--- src/rtl/load_store_unit.sv ---
// Load/store unit: byte/half/word loads and stores to a 32-bit word memory.
// Ports: clk_i, rst_i (async active-low); request side req_i, we_i, size_i,
//   unsigned_i, addr_i, wdata_i -> ready_o, done_o, rdata_o, misalign_o;
//   memory side mem_addr_o, mem_data_o, mem_read_o, mem_write_o <- mem_data_i.
// Option: define LSU_MISALIGN_TRAP_EN to trap misaligned half/word requests.
module load_store_unit (
    input  logic        clk_i,
    input  logic        rst_i,
    input  logic        req_i,
    input  logic        we_i,
    input  logic [1:0]  size_i,
    input  logic        unsigned_i,
    input  logic [31:0] addr_i,
    input  logic [31:0] wdata_i,
    output logic        ready_o,
    output logic        done_o,
    output logic [31:0] rdata_o,
    output logic        misalign_o,
    output logic [31:0] mem_addr_o,
    output logic [31:0] mem_data_o,
    output logic        mem_read_o,
    output logic        mem_write_o,
    input  logic [31:0] mem_data_i
);

    typedef enum logic [1:0] {IDLE, RD, WR, DONE} state_t;

    state_t      state_q, state_d;
    logic        we_q;
    logic [1:0]  size_q;
    logic        uns_q;
    logic [31:0] addr_q;
    logic [31:0] wdata_q;
    logic [31:0] word_q;
    logic        accept;
    logic        mis_req;
    logic [7:0]  ld_b;
    logic [15:0] ld_h;
    logic [31:0] ld_ext;
    logic [31:0] st_word;

    assign accept = (state_q == IDLE) && req_i;

`ifdef LSU_MISALIGN_TRAP_EN
    logic mis_q;

    assign mis_req = (size_i == 2'b01 && addr_i[0]) ||
                     (size_i[1] && addr_i[1:0] != 2'b00);

    always_ff @(posedge clk_i or negedge rst_i) begin
        if (!rst_i) begin
            mis_q <= 1'b0;
        end else if (accept) begin
            mis_q <= mis_req;
        end
    end

    assign misalign_o = done_o & mis_q;
`else
    assign mis_req    = 1'b0;
    assign misalign_o = 1'b0;
`endif

    // State register
    always_ff @(posedge clk_i or negedge rst_i) begin
        if (!rst_i) begin
            state_q <= IDLE;
        end else begin
            state_q <= state_d;
        end
    end

    // Next state: sub-word stores take the extra RD for read-modify-write
    always_comb begin
        state_d = state_q;
        unique case (state_q)
            IDLE: begin
                if (req_i) begin
                    if (mis_req) begin
                        state_d = DONE;
                    end else if (we_i && size_i[1]) begin
                        state_d = WR;
                    end else begin
                        state_d = RD;
                    end
                end
            end
            RD:   state_d = we_q ? WR : DONE;
            WR:   state_d = DONE;
            DONE: state_d = IDLE;
        endcase
    end

    // Request latch, read capture and load result
    always_ff @(posedge clk_i or negedge rst_i) begin
        if (!rst_i) begin
            we_q    <= 1'b0;
            size_q  <= 2'b00;
            uns_q   <= 1'b0;
            addr_q  <= '0;
            wdata_q <= '0;
            word_q  <= '0;
            rdata_o <= '0;
        end else begin
            if (accept) begin
                we_q    <= we_i;
                size_q  <= size_i;
                uns_q   <= unsigned_i;
                addr_q  <= addr_i;
                wdata_q <= wdata_i;
            end
            if (state_q == RD) begin
                word_q <= mem_data_i;
                if (!we_q) begin
                    rdata_o <= ld_ext;
                end
            end
        end
    end

    // Load lane select and extension
    always_comb begin
        ld_b   = mem_data_i[{addr_q[1:0], 3'b000} +: 8];
        ld_h   = mem_data_i[{addr_q[1], 4'b0000} +: 16];
        ld_ext = mem_data_i;
        unique case (size_q)
            2'b00:   ld_ext = {{24{~uns_q & ld_b[7]}}, ld_b};
            2'b01:   ld_ext = {{16{~uns_q & ld_h[15]}}, ld_h};
            default: ld_ext = mem_data_i;
        endcase
    end

    // Store word: merge new lane into captured word
    always_comb begin
        st_word = word_q;
        unique case (size_q)
            2'b00:   st_word[{addr_q[1:0], 3'b000} +: 8] = wdata_q[7:0];
            2'b01:   st_word[{addr_q[1], 4'b0000} +: 16] = wdata_q[15:0];
            default: st_word = wdata_q;
        endcase
    end

    // Outputs decoded from state so reset drops them at once
    always_comb begin
        ready_o     = 1'b0;
        done_o      = 1'b0;
        mem_read_o  = 1'b0;
        mem_write_o = 1'b0;
        mem_addr_o  = '0;
        mem_data_o  = '0;
        unique case (state_q)
            IDLE: ready_o = 1'b1;
            RD: begin
                mem_read_o = 1'b1;
                mem_addr_o = {addr_q[31:2], 2'b00};
            end
            WR: begin
                mem_write_o = 1'b1;
                mem_addr_o  = {addr_q[31:2], 2'b00};
                mem_data_o  = st_word;
            end
            DONE: done_o = 1'b1;
        endcase
    end

endmodule

--- config.mk ---
export PLATFORM = sky130hd
export DESIGN_NAME = load_store_unit
export DESIGN_NICKNAME = d
export VERILOG_FILES = /design/src/rtl/load_store_unit.sv
export SDC_FILE = /design/constraint.sdc
export NUM_CORES = 1
export LEC_CHECK = 0
export BUFFER_PORTS_ARGS = -buffer_cell sky130_fd_sc_hd__clkbuf_2
export CORE_MARGIN = 2
export CORE_UTILIZATION = 30
export DETAILED_ROUTE_END_ITERATION = 8
export GPL_ROUTABILITY_DRIVEN = 0
export PLACE_DENSITY = 0.51
export REMOVE_ABC_BUFFERS = 1
export SYNTH_ARGS = -nofsm -noshare
export SYNTH_HDL_FRONTEND = slang
export SYNTH_SLANG_ARGS = --single-unit
--- constraint.sdc ---
create_clock -name clk_i -period 1.8 [get_ports clk_i]
set_input_delay 0.09 -clock clk_i [delete_from_list [all_inputs] [get_ports clk_i]]
set_output_delay 0.09 -clock clk_i [all_outputs]
set_load 0.02 [all_outputs]
# Yosys cells after proc, flatten, opt, wreduce, memory -nomap -nowiden
# Index checks and enable logic that the tools add are counted.
# word_totals
reg_bits,134
out_inout_bits,101
elab_cells,45
# op_classes
n_addsub,2
n_eq_ne,5
shift,6
n_mux,14
bitwise,4
n_reduce_logical,6
# op_table
cell,count
$pmux 32 s2,2
$bwmux 32,2
$mux 32,2
$shift 16x7->32 const A,1
$shift 8x7->32 const A,1
$shiftx 16x7->32,1
$shiftx 32x6->16,1
$shiftx 32x6->8,1
$shiftx 8x7->32,1
$neg 5->7,2
$pmux 2 s4,1
$mux 1,5
$eq 2x1->1 const B,2
$eq 2x2->1 const B,2
$logic_not 2->1,2
$mux 2,2
$and 1x1->1,2
$logic_and 1x1->1,2
$ne 2x2->1 const B,1
$not 1->1,2
$reduce_and 2->1,1
$reduce_or 2->1,1

# Depth between registers and ports, before layout
# logic_depth
word_depth,5
depth_mapped,9
depth_no_buf,6

# Worst setup path after synthesis
# No wires, ideal clock.
# synth_path
kind,register to output
start,reg addr_q[1]
end,out mem_data_o[0]
arrival_ns,2.240
t_required_ns,1.710
path_slack_ns,-0.530
path_stages_with_launch,7
path_buffers,1
cell_sequence,dfrtp_1 buf_2 inv_1 ha_1 nor3_1 a221oi_1 nor3_1
# synth_via
elab_chain_cells,5
elab_cells_between_ends,10
# synth_lines
item,line,rtl
from (decl),32,logic [31:0] addr_q;
from (signal assigned),109,addr_q <= addr_i;
"$neg 5->7, on equally long branches","138, 137",
"$shiftx 16x7->32, or another cell as far along",138,"2'b01: st_word[{addr_q[1], 4'b0000} +: 16] = wdata_q[15:0];"
"$bwmux 32, on equally long branches","138, 137",
$pmux 32 s2 *,136,unique case (size_q)
$mux 32 *,151,unique case (state_q)
to (decl),20,"output logic [31:0] mem_data_o,"
# Every way passes the cells marked *; elsewhere a longest branch is shown, timed or not.

# Worst setup path in the final report
# layout_path
start,reg addr_q[0]
end,out mem_data_o[26]
# layout_via
elab_chain_cells,5
elab_cells_between_ends,6
# layout_lines
item,line,rtl
$neg 5->7 *,137,"2'b00: st_word[{addr_q[1:0], 3'b000} +: 8] = wdata_q[7:0];"
$shiftx 8x7->32 or $shift 8x7->32 (tied branches),137,
$bwmux 32 *,137,
$pmux 32 s2 *,136,
$mux 32 *,151,
# Marks and branches as above.

==> flow_summary_export.csv <==
group,metric,value,unit
drt,wl_met1,11.3,mm
min_path,hold_path.class,"input port to register",
finish,final_cell_mix,"clkbuf_2 (137), dfrtp_1 (133), mux2_2 (108)",
drt,drt-vias-per-instance,4.93,
drt,first_pass_iters,4,
clock_tree,cts_tree,"done",
placement,dp_hpwl,17.1,mm
power,ir_worst_vdd,0.00181,V
clock_tree,clk_path_buf_depth,2,
synth,synth-edff-count,0,
setup_path,startpoint_type,"register",
clock_tree,clock-sinks,134,
drt,vias,6529,
run_status,status,"complete, but fails checks",
min_path,hold_path_startpoint,"req_i",
drt,wl_per_cell,19.3,um
synth,syn_area,7040,um^2
drt,ant_nets,0,
drt,wl_met3,1.70,mm
timing,hold_viol,0,
setup_path,cp.arrival,2.07,ns
synth,ys_warn_count,0,
die,fp.dieW,157,um
synth,synth_compound_area_share,15.2,%
timing,period_minus_slack,2.16,ns
clock_tree,htree_levels,4,
die,die_y,157,um
global_route,antenna_found_initial,0,
clock_tree,cts_root_buf,"clkbuf_16",
synth,ys_seq_area_share,47.7,%
finish,multi_input_area,3940,um^2
synth,synth_top_family_by_area,"multiplexers",
finish,fin_area,11500,um^2
timing,setup-tns-final,-9.54,ns
die,rows,56,
synth,synth_area_per_cell,10.9,um^2
placement,postPlaceCellArea,8690,um^2
finish,regArea,3350,um^2
synth,synth_seq_cells,134,
synth,async_reset_ff_share,100,%
setup_path,required,1.71,ns
finish,layout_commonest_cell,"clkbuf_2",
job,cap_viol_max_count,0,
timing,grt_setup_unrepaired,"yes",
setup_path,reg2reg_slack,0.08,ns
drt,first_iter_violations,341,
finish,nets,1104,
synth,synth_adder_area_share,1.60,%
synth,synth_cell_types,40,
setup_path,cp-end-kind,"primary output",
clock_tree,insertion_delay,0.43,ns
synth,synthSimpleGateAreaFrac,11.4,%
finish,area_growth,64.0,%
drt,wl_met2,12.2,mm
placement,numPortBuffers,200,
timing,drv_slew,0,
synth,synthMuxAreaShare,20.1,%
run_status,violations,"negative setup slack",
global_route,grt_pass1_wl,37.0,mm
synth,synthFlopType,"dfrtp_1",
setup_path,worstReg2RegStart,"addr_q[0]",
drt,drc,0,
timing,worst_clock_skew,0.00984,ns
setup_path,critical_path_class,"register to primary output",
finish,fin_util,49.6,%
setup_path,critPathMaxFanout,6,
die,io_pins,204,
global_route,overflow,0,
drt,routed_wl,25.5,mm
clock_tree,cts_buffers,17,
die,start_util,30.2,%
die,core,23300,um^2
global_route,grt_pass1_vias,6304,
synth,synth-xor-area-share,0,%
die,die_area,24700,um^2
synth,ys_top_cells_by_area,"dfrtp_1 (48%), mux2_2 (17%), a21oi_1 (4.2%)",
global_route,grt_usage,19.8,%
finish,drive_gt1_share,52.8,%
timing,period_share,120,%
synth,synth_area_leader_cell,"dfrtp_1",
finish,num_antenna_cells,0,
clock_tree,clk_pin_slew_worst_paths,0.06,ns
power,p_per_area,2110,nW/um^2
finish,n_fill_cell,2137,
synth,synthCells,645,
timing,fmaxAchievable,0.464,GHz
timing,setup_viol,35,
synth,yosys.area.top_type_share,47.7,%
drt,topRoutingLayerUsed,"met4",
timing,holdWs,0.0323,ns
timing,fin_ws,-0.357,ns
global_route,grt_max_degree,55,
setup_path,critPathLaunch,"addr_q[0]",
power,leakagePower,5.10,nW
[report_power, final]
part / total, W / switching [W] / internal [W]
logic: 0.0147 / 0.00722 / 0.00745
clock network: 0.00365 / 0.00135 / 0.00229
registers: 0.00604 / 0.00144 / 0.00460
total: 0.0244 / 0.0100 / 0.0143
[repair_timing]
action / CTS / global route
cloned: 2 / 3
resized for setup: 87 / 223
hold buffers: 101 / 0
buffers inserted: 6 / 12
endpoints found under the hold margin: 200 / 0
pin swaps: 22 / 36
endpoints found under the setup margin: 55 / 92
[sequential cells by signal, summed over array words and instances, names as in the netlist]
name	count
word_q	32
size_q	2
we_q	1
wdata_q	32
addr_q	32
uns_q	1
state_q	2
rdata_o	32
[logic make-up after synthesis]
logic type / Yosys count
compound gates: 160
simple gates: 155
flops: 134
mux: 128
buf+inv: 58
fa+ha+maj: 9
other cells: 1
[path summary, 6_finish.rpt]
path | cells past startpoint | to
worst max-delay path | 8 | mem_data_o[26]
worst min-delay path | 3 | state_q[0]
worst max register to register | 7 | rdata_o[19]
worst min register to register | 2 | rdata_o[2]
max in group asynchronous | 3 | wdata_q[2]
min in group asynchronous | 2 | rdata_o[16]
[layout make-up]
cell class	instances	area share [%]
Multi-Input combinational cell	455	34.1
Inverter	8	0.304
Clock buffer	25	4.21
Clock inverter	7	1.03
Timing Repair Buffer	376	27.8
Tap cell	319	3.46
Sequential cell	134	29.1
[layer usage]
layer  global-route usage, %  up-vias
li1                        -     3037
met1                    26.1     3253
met2                    31.7      214
met3                    5.31       25
met4                    6.02        0
met5                       0        -
[synthesized netlist by cell type (12+ instances only)]
master / count
dfrtp_1: 134
mux2_2: 108
a21oi_1: 59
nor2_1: 34
o22ai_1: 34
nand2_1: 32
and2_1: 30
nor2b_1: 27
clkbuf_1: 24
mux2i_1: 20
a22oi_1: 14
a32oi_1: 12
o21ai_0: 12
[through the flow]
step                      total power (W)  cells  setup WS, ns
after CTS                          0.0217   1310        -0.393
after floorplan                    0.0125    597         -2.03
after global placement             0.0166   1170        -0.121
final                              0.0244   1324        -0.357
after detailed placement           0.0167   1170        -0.131
after global routing               0.0257   1324        -0.453
[worst max-delay path: stages (launching register included)]
cell and delay (ns):
dfrtp_1 0.39, inv_2 0.13, ha_4 0.24, nor2b_4 0.11, and3_4 0.20, buf_8 0.13, a21oi_2 0.06, o22ai_2 0.19
clkbuf_8 0.18
(Power assumes the default switching activity.)
